File: src/rtl/reg_file.sv
// ---------------------------------------------------------------------------
// reg_file
// Integer register file for the single-cycle RISC-V core. Supplies the ALU
// operands and absorbs the ALU result as write-back data.
//
// 32 architectural registers x0..x31; x0 has no storage and always reads 0.
// Two combinational read ports with write-first bypass, one synchronous
// write port, and a debug read port that returns stored contents only.
//
// Parameters:
//   XLEN      register / data width in bits
//   NREGS     number of registers (address width is log2(NREGS) = 5)
//
// Ports:
//   clk       rising-edge clock for all state updates
//   rst       synchronous active-high reset, clears x1..x31, blocks writes
//   rs1_addr  read port 1 address      rs1_data  read port 1 data (ALU in_a)
//   rs2_addr  read port 2 address      rs2_data  read port 2 data (ALU in_b)
//   rd_wr_en  write-back enable
//   rd_addr   write-back destination   rd_data   write-back data (alu_out)
//   dbg_addr  debug read address       dbg_data  stored contents, no bypass
// ---------------------------------------------------------------------------
module reg_file #(
    parameter int unsigned XLEN  = 32,
    parameter int unsigned NREGS = 32
) (
    input  logic            clk,
    input  logic            rst,
    input  logic [4:0]      rs1_addr,
    input  logic [4:0]      rs2_addr,
    output logic [XLEN-1:0] rs1_data,
    output logic [XLEN-1:0] rs2_data,
    input  logic            rd_wr_en,
    input  logic [4:0]      rd_addr,
    input  logic [XLEN-1:0] rd_data,
    input  logic [4:0]      dbg_addr,
    output logic [XLEN-1:0] dbg_data
);

    // Storage only for x1..x(NREGS-1); x0 is synthesised as a constant.
    logic [XLEN-1:0] regs [1:NREGS-1];

    // A write is committed only outside reset and never to x0.
    logic wr_commit;
    assign wr_commit = rd_wr_en && (rd_addr != 5'd0) && !rst;

    always_ff @(posedge clk) begin
        if (rst) begin
            for (int unsigned i = 1; i < NREGS; i++) begin
                regs[i] <= '0;
            end
        end else if (wr_commit) begin
            regs[rd_addr] <= rd_data;
        end
    end

    // Read port 1: reset and x0 force zero ahead of the bypass compare, so a
    // pending write to x0 can never leak onto the operand bus.
    always_comb begin
        rs1_data = '0;
        if (!rst && rs1_addr != 5'd0) begin
            if (rd_wr_en && rd_addr == rs1_addr) begin
                rs1_data = rd_data;
            end else begin
                rs1_data = regs[rs1_addr];
            end
        end
    end

    // Read port 2: same structure as port 1, evaluated independently.
    always_comb begin
        rs2_data = '0;
        if (!rst && rs2_addr != 5'd0) begin
            if (rd_wr_en && rd_addr == rs2_addr) begin
                rs2_data = rd_data;
            end else begin
                rs2_data = regs[rs2_addr];
            end
        end
    end

    // Debug port deliberately skips the bypass so benches observe what the
    // flops actually hold.
    always_comb begin
        dbg_data = '0;
        if (!rst && dbg_addr != 5'd0) begin
            dbg_data = regs[dbg_addr];
        end
    end

endmodule

File: config.mk
export PLATFORM = sky130hd
export DESIGN_NAME = reg_file
export DESIGN_NICKNAME = d
export VERILOG_FILES = /design/src/rtl/reg_file.sv
export SDC_FILE = /design/constraint.sdc
export NUM_CORES = 2
export LEC_CHECK = 0
export CAP_MARGIN = 0
export CORE_UTILIZATION = 50
export CTS_BUF_LIST = sky130_fd_sc_hd__clkbuf_4 sky130_fd_sc_hd__clkbuf_8
export CTS_CLUSTER_SIZE = 8
export DETAILED_ROUTE_END_ITERATION = 16
export PLACE_DENSITY = 0.64
export SKIP_CTS_REPAIR_TIMING = 1
export SYNTH_ARGS = -nofsm -noshare
export SYNTH_HDL_FRONTEND = slang
export SYNTH_SLANG_ARGS = --single-unit
File: constraint.sdc
create_clock -name clk -period 3.54 [get_ports clk]
set_input_delay 0.708 -clock clk [delete_from_list [all_inputs] [get_ports clk]]
set_output_delay 0.708 -clock clk [all_outputs]
set_load 0.02 [all_outputs]
Word level (Yosys, flattened, before mapping)
Memory sizes are Yosys's and may differ from the RTL's.
Cells that the tools add are included.

storage, ports and cells
  register bits after elaboration = 0
  memory bits (writable) = 992
  memories = 1
  input port bits = 55

cells by class
  multiplexer cells = 13
  eq/ne operators = 2
  reduce and logical (&&, ||, !) cells = 13

memories
  memory  words  bits a word  rd ports  clocked after Yosys merged registers in  wr ports  RTL line  RTL
  regs    31     32           3         0                                        31        41        logic [XLEN-1:0] regs [1:NREGS-1];

operator list
  kind                 count
  $mux W32             6
  $reduce_or A32 Y1    1
  $reduce_bool A5 Y1   4
  $eq A5 B5 Y1         2
  $logic_and A1 B1 Y1  7
  $mux W1              6
  $mux W5              1
  $logic_not A1 Y1     1

Logic depth before layout (Yosys ltp)
  depth in word-level cells = 8
  gate-level depth with buffers = 9
  mapped depth without buffers = 5

Least setup slack after synthesis
OpenSTA, ideal clock, no wires.

  kind = input -> output
  start = in rs2_addr[0]
  end = out rs2_data[30]
  required time = 2832 ps
  buffers on the path = 3
  data arrival time = 2568 ps
  stages = 8
  path slack = 264 ps
  cells stage by stage = buf_6 > buf_8 > buf_12 > mux2i_1 > a221oi_2 > o21ai_1 > nor4bb_1 > a2111oi_1

between the ends
  cells in the longest elaborated chain, start to end = 4
  elaborated cells on any way between the ends = 7

RTL lines
  what                                                                     RTL line  RTL
  start: declaration                                                       30        input logic [4:0] rs2_addr,
  parallel branches: the longest is 3 deep, another holds $mem_v2 Z31 W32  -
  $mux W32 (*)                                                             73        if (!rst && rs2_addr != 5'd0) begin
  end: declaration                                                         32        output logic [XLEN-1:0] rs2_data,

Every way passes the cells marked *.

==> flow_summary_export.csv <==
group,metric,value,unit
routing,wire_per_inst,39.04,um
layout,nNetsFinal,5361,
logic_synthesis,syn_avg_cell_area,13.61,um2
sta,tightest_slew,0.9067,ns
routing,routed_wl,278300,um
sta,fmax,0.2714,GHz
layout,final_cells,7129,
critical_path,critPathKind,"register to output pin",
layout,final_util,62.12,%
floorplanning,die-area,128100,um2
sta,slew_violations,0,
layout,syn_to_final_growth,23.18,%
logic_synthesis,synth-edff-count,1024,
routing,drc,0,
power,pwr-share-clk,34.4,%
layout,largestRegisters,"regs (1024)",
placed_design,dpl.cell_count,6662,
cts,cts_root_buf,"clkbuf_8",
global_routing,grt_pass1_wl,372100,um
cts,numClockSinks,1024,
sta,slew_headroom,39.55,%
critical_path,slowest_stage,"mux4_2",
critical_path,crit_path_start_kind,"register",
power,switchingPower,9.497,mW
critical_path,cpPeakStageDelay,0.46,ns
logic_synthesis,yosysSeqAreaShare,48.56,%
power,power_density,411.7,nW/um2
layout,largest_reg_flops,1024,
floorplanning,fp.dieW,357.9,um
layout,final_layout_size_suffix_gt1_share,35.58,%
logic_synthesis,synth_seq_cells,1024,
logic_synthesis,syn_inst,4654,
global_routing,overflow,0,
min_path,min-delay-path-class,"primary input to register",
power,power_leakage,29.07,nW
logic_synthesis,synth_area,63320,um2
global_routing,grt_usage,42.31,%
cts,tritoncts,"built",
layout,largest_register,"regs",
power,p_int,22.62,mW
sta,finalSetupViolCount,25,
critical_path,worstPathMaxFanout,3,
floorplanning,core.rowCount,130,
power,combPwrFrac,20.3,%
sta,fin_ws,-0.1448,ns
floorplanning,io-pin-count,151,
cts,clk_path_buf_depth,3,
critical_path,crit_path_end_kind,"output pin",
logic_synthesis,yosys_warnings,0,
floorplanning,die_h,357.9,um
logic_synthesis,synth.distinct_cells,52,
outcome,status,"finished with violations",
sta,tns,-1.227,ns
sta,rsz0062_at_grt,"true",
outcome,violations,"negative setup slack",
global_routing,grt_start_max_net_pins,45,
global_routing,grt_pass1_vias,48780,
placed_design,gp_congestion,1.004,
flow_run,maxCapViolCount,0,
critical_path,crit_required,2.83,ns
critical_path,cp_cell_sequence,"mux4_2 > nand2b_4 > o211ai_1 > buf_4 > a31oi_4 > a221o_1 > buf_6",
critical_path,crit_arrival,2.98,ns
logic_synthesis,synthArstFlopShare,0,%
routing,drt_pre_antenna_iters,8,
sta,hold_violations,0,
placed_design,port_buffers,150,
floorplanning,initial_utilization,50.43,%
floorplanning,coreArea,125600,um2
global_routing,antenna_found_initial,26,
sta,finalCriticalPeriod,3.685,ns
routing,initialDrtViolationCount,9708,
placed_design,dp_hpwl,179200,um
logic_synthesis,ys.flop_type,"edfxtp_1",
routing,via_count,51950,
power,peakVddDrop,402.7,uV
cts,cts_buffers,179,
power,p_seq_share,45.4,%
routing,viasPerCell,7.287,
cts,h-tree-depth,4,
routing,drt.antenna.violating_nets,0,
cts,clk_pin_slew,0.07,ns
power,swShare,29.57,%
sta,fin_crit_sh,104.1,%
-- power by group through the flow --
| stage | combinational (mW) | sequential (mW) | clock, mW |
|---|---|---|---|
| floorplan | 3.22 | 14.6 | 0 |
| global placement | 5.89 | 14.7 | 0 |
| detailed placement | 5.91 | 14.8 | 0 |
| CTS | 5.94 | 14.5 | 11.0 |
| global route | 6.59 | 14.6 | 11.5 |
| finish | 6.51 | 14.6 | 11.0 |
-- path summary, 6_finish.rpt --
check             slack [ns]  depth (start not counted)     endpoint       start
hold / removal          0.61                          2  regs[25][5]  rd_data[5]
setup / recovery       -0.14                          7  rs2_data[1]  regs[3][1]
-- final cells by class --
type,count,area [um2]
fillers,9606,47570
multi-input cells,3127,31470
flip-flops and latches,1024,30750
repair buffers,969,10150
clock buffers,240,2953
well taps,1650,2064
clock inverters,85,511.7
diodes,29,72.57
inverters,5,23.77
-- cells by family (layout without fill, tap and decap cells) --
kind of cell	after synthesis	after routing	share of synthesized area [%]
and+or+nand+nor	1326	1326	12.38
buffers and inverters	534	1299	3.905
AOI/OAI and AO/OA	736	736	8.677
DFF	1024	1024	48.56
xor gates and xnor gates	10	10	0.1383
other	1	61	0.005922
muxes	1023	1023	26.33
-- synthesized netlist by cell type (all sizes together) (33+ instances only) --
cell type	n	area [um2]
clkbuf	339	1272
a22oi	97	728.2
nand2b	33	206.5
edfxtp	1024	30750
o22ai	95	594.3
nor2	75	289.0
buf	190	1181
a221oi	63	558.0
o31ai	33	247.7
o221ai	160	1401
a21oi	96	480.5
nand2	103	386.6
or3	33	206.5
mux4	514	11580
mux2i	509	5095
and2	994	6218
nand3	35	175.2
-- per-stage QoR --
stage / total power [mW] / hold WS, ns / area [um2] / setup slack, ns
global route: 32.72 / 0.6070 / 77940 / -0.2081
floorplan: 17.79 / 0.8069 / 63440 / 0.2641
CTS: 31.48 / 0.5555 / 75590 / -0.9149
finish: 32.11 / 0.6081 / 78000 / -0.1448
global placement: 20.62 / 1.548 / 72130 / -0.8908
detailed placement: 20.69 / 1.546 / 72130 / -0.8876
-- worst max-delay path, delay by kind of cell (launching register included) --
family                 cells  cell delay, ns
multiplexers               1            0.46
flip-flops                 1            0.42
AND/OR/NAND/NOR            1            0.15
buffers and inverters      2            0.37
AO/OA/AOI/OAI              3            0.60
-- metal layers --
metal / wire, um / track usage (%) / vias up
met5: 276 / 1.704 / -
met2: 117600 / 59.73 / 5014
met1: 95420 / 54.69 / 25970
met3: 45490 / 16.64 / 1138
met4: 19500 / 25.65 / 16
li1: - / - / 19810
-- placed cells by master (no fill, tap or decap), types with 18 or more instances in the layout --
cell type and instances:
clkbuf_8 185, o31ai_1 23, o211ai_1 30, dlymetal6s2s_1 20
o21ai_1 19, nor2_1 37, o221ai_1 141, nor2_4 36
edfxtp_1 1024, a22oi_1 79, clkinv_2 25, clkinv_1 46
conb_1 32, a22oi_2 18, or2_2 31, a21oi_1 95
buf_4 633, or3_1 28, diode_2 29, clkbuf_4 56
nand2_1 95, a32o_1 22, a221oi_1 58, clkbuf_2 29
mux4_2 514, nand3_1 34, buf_6 48, o22ai_1 94
and2_1 992, mux2i_1 508, buf_12 167, clkdlybuf4s50_1 33
a221o_1 28
(Power assumes the default switching activity.)
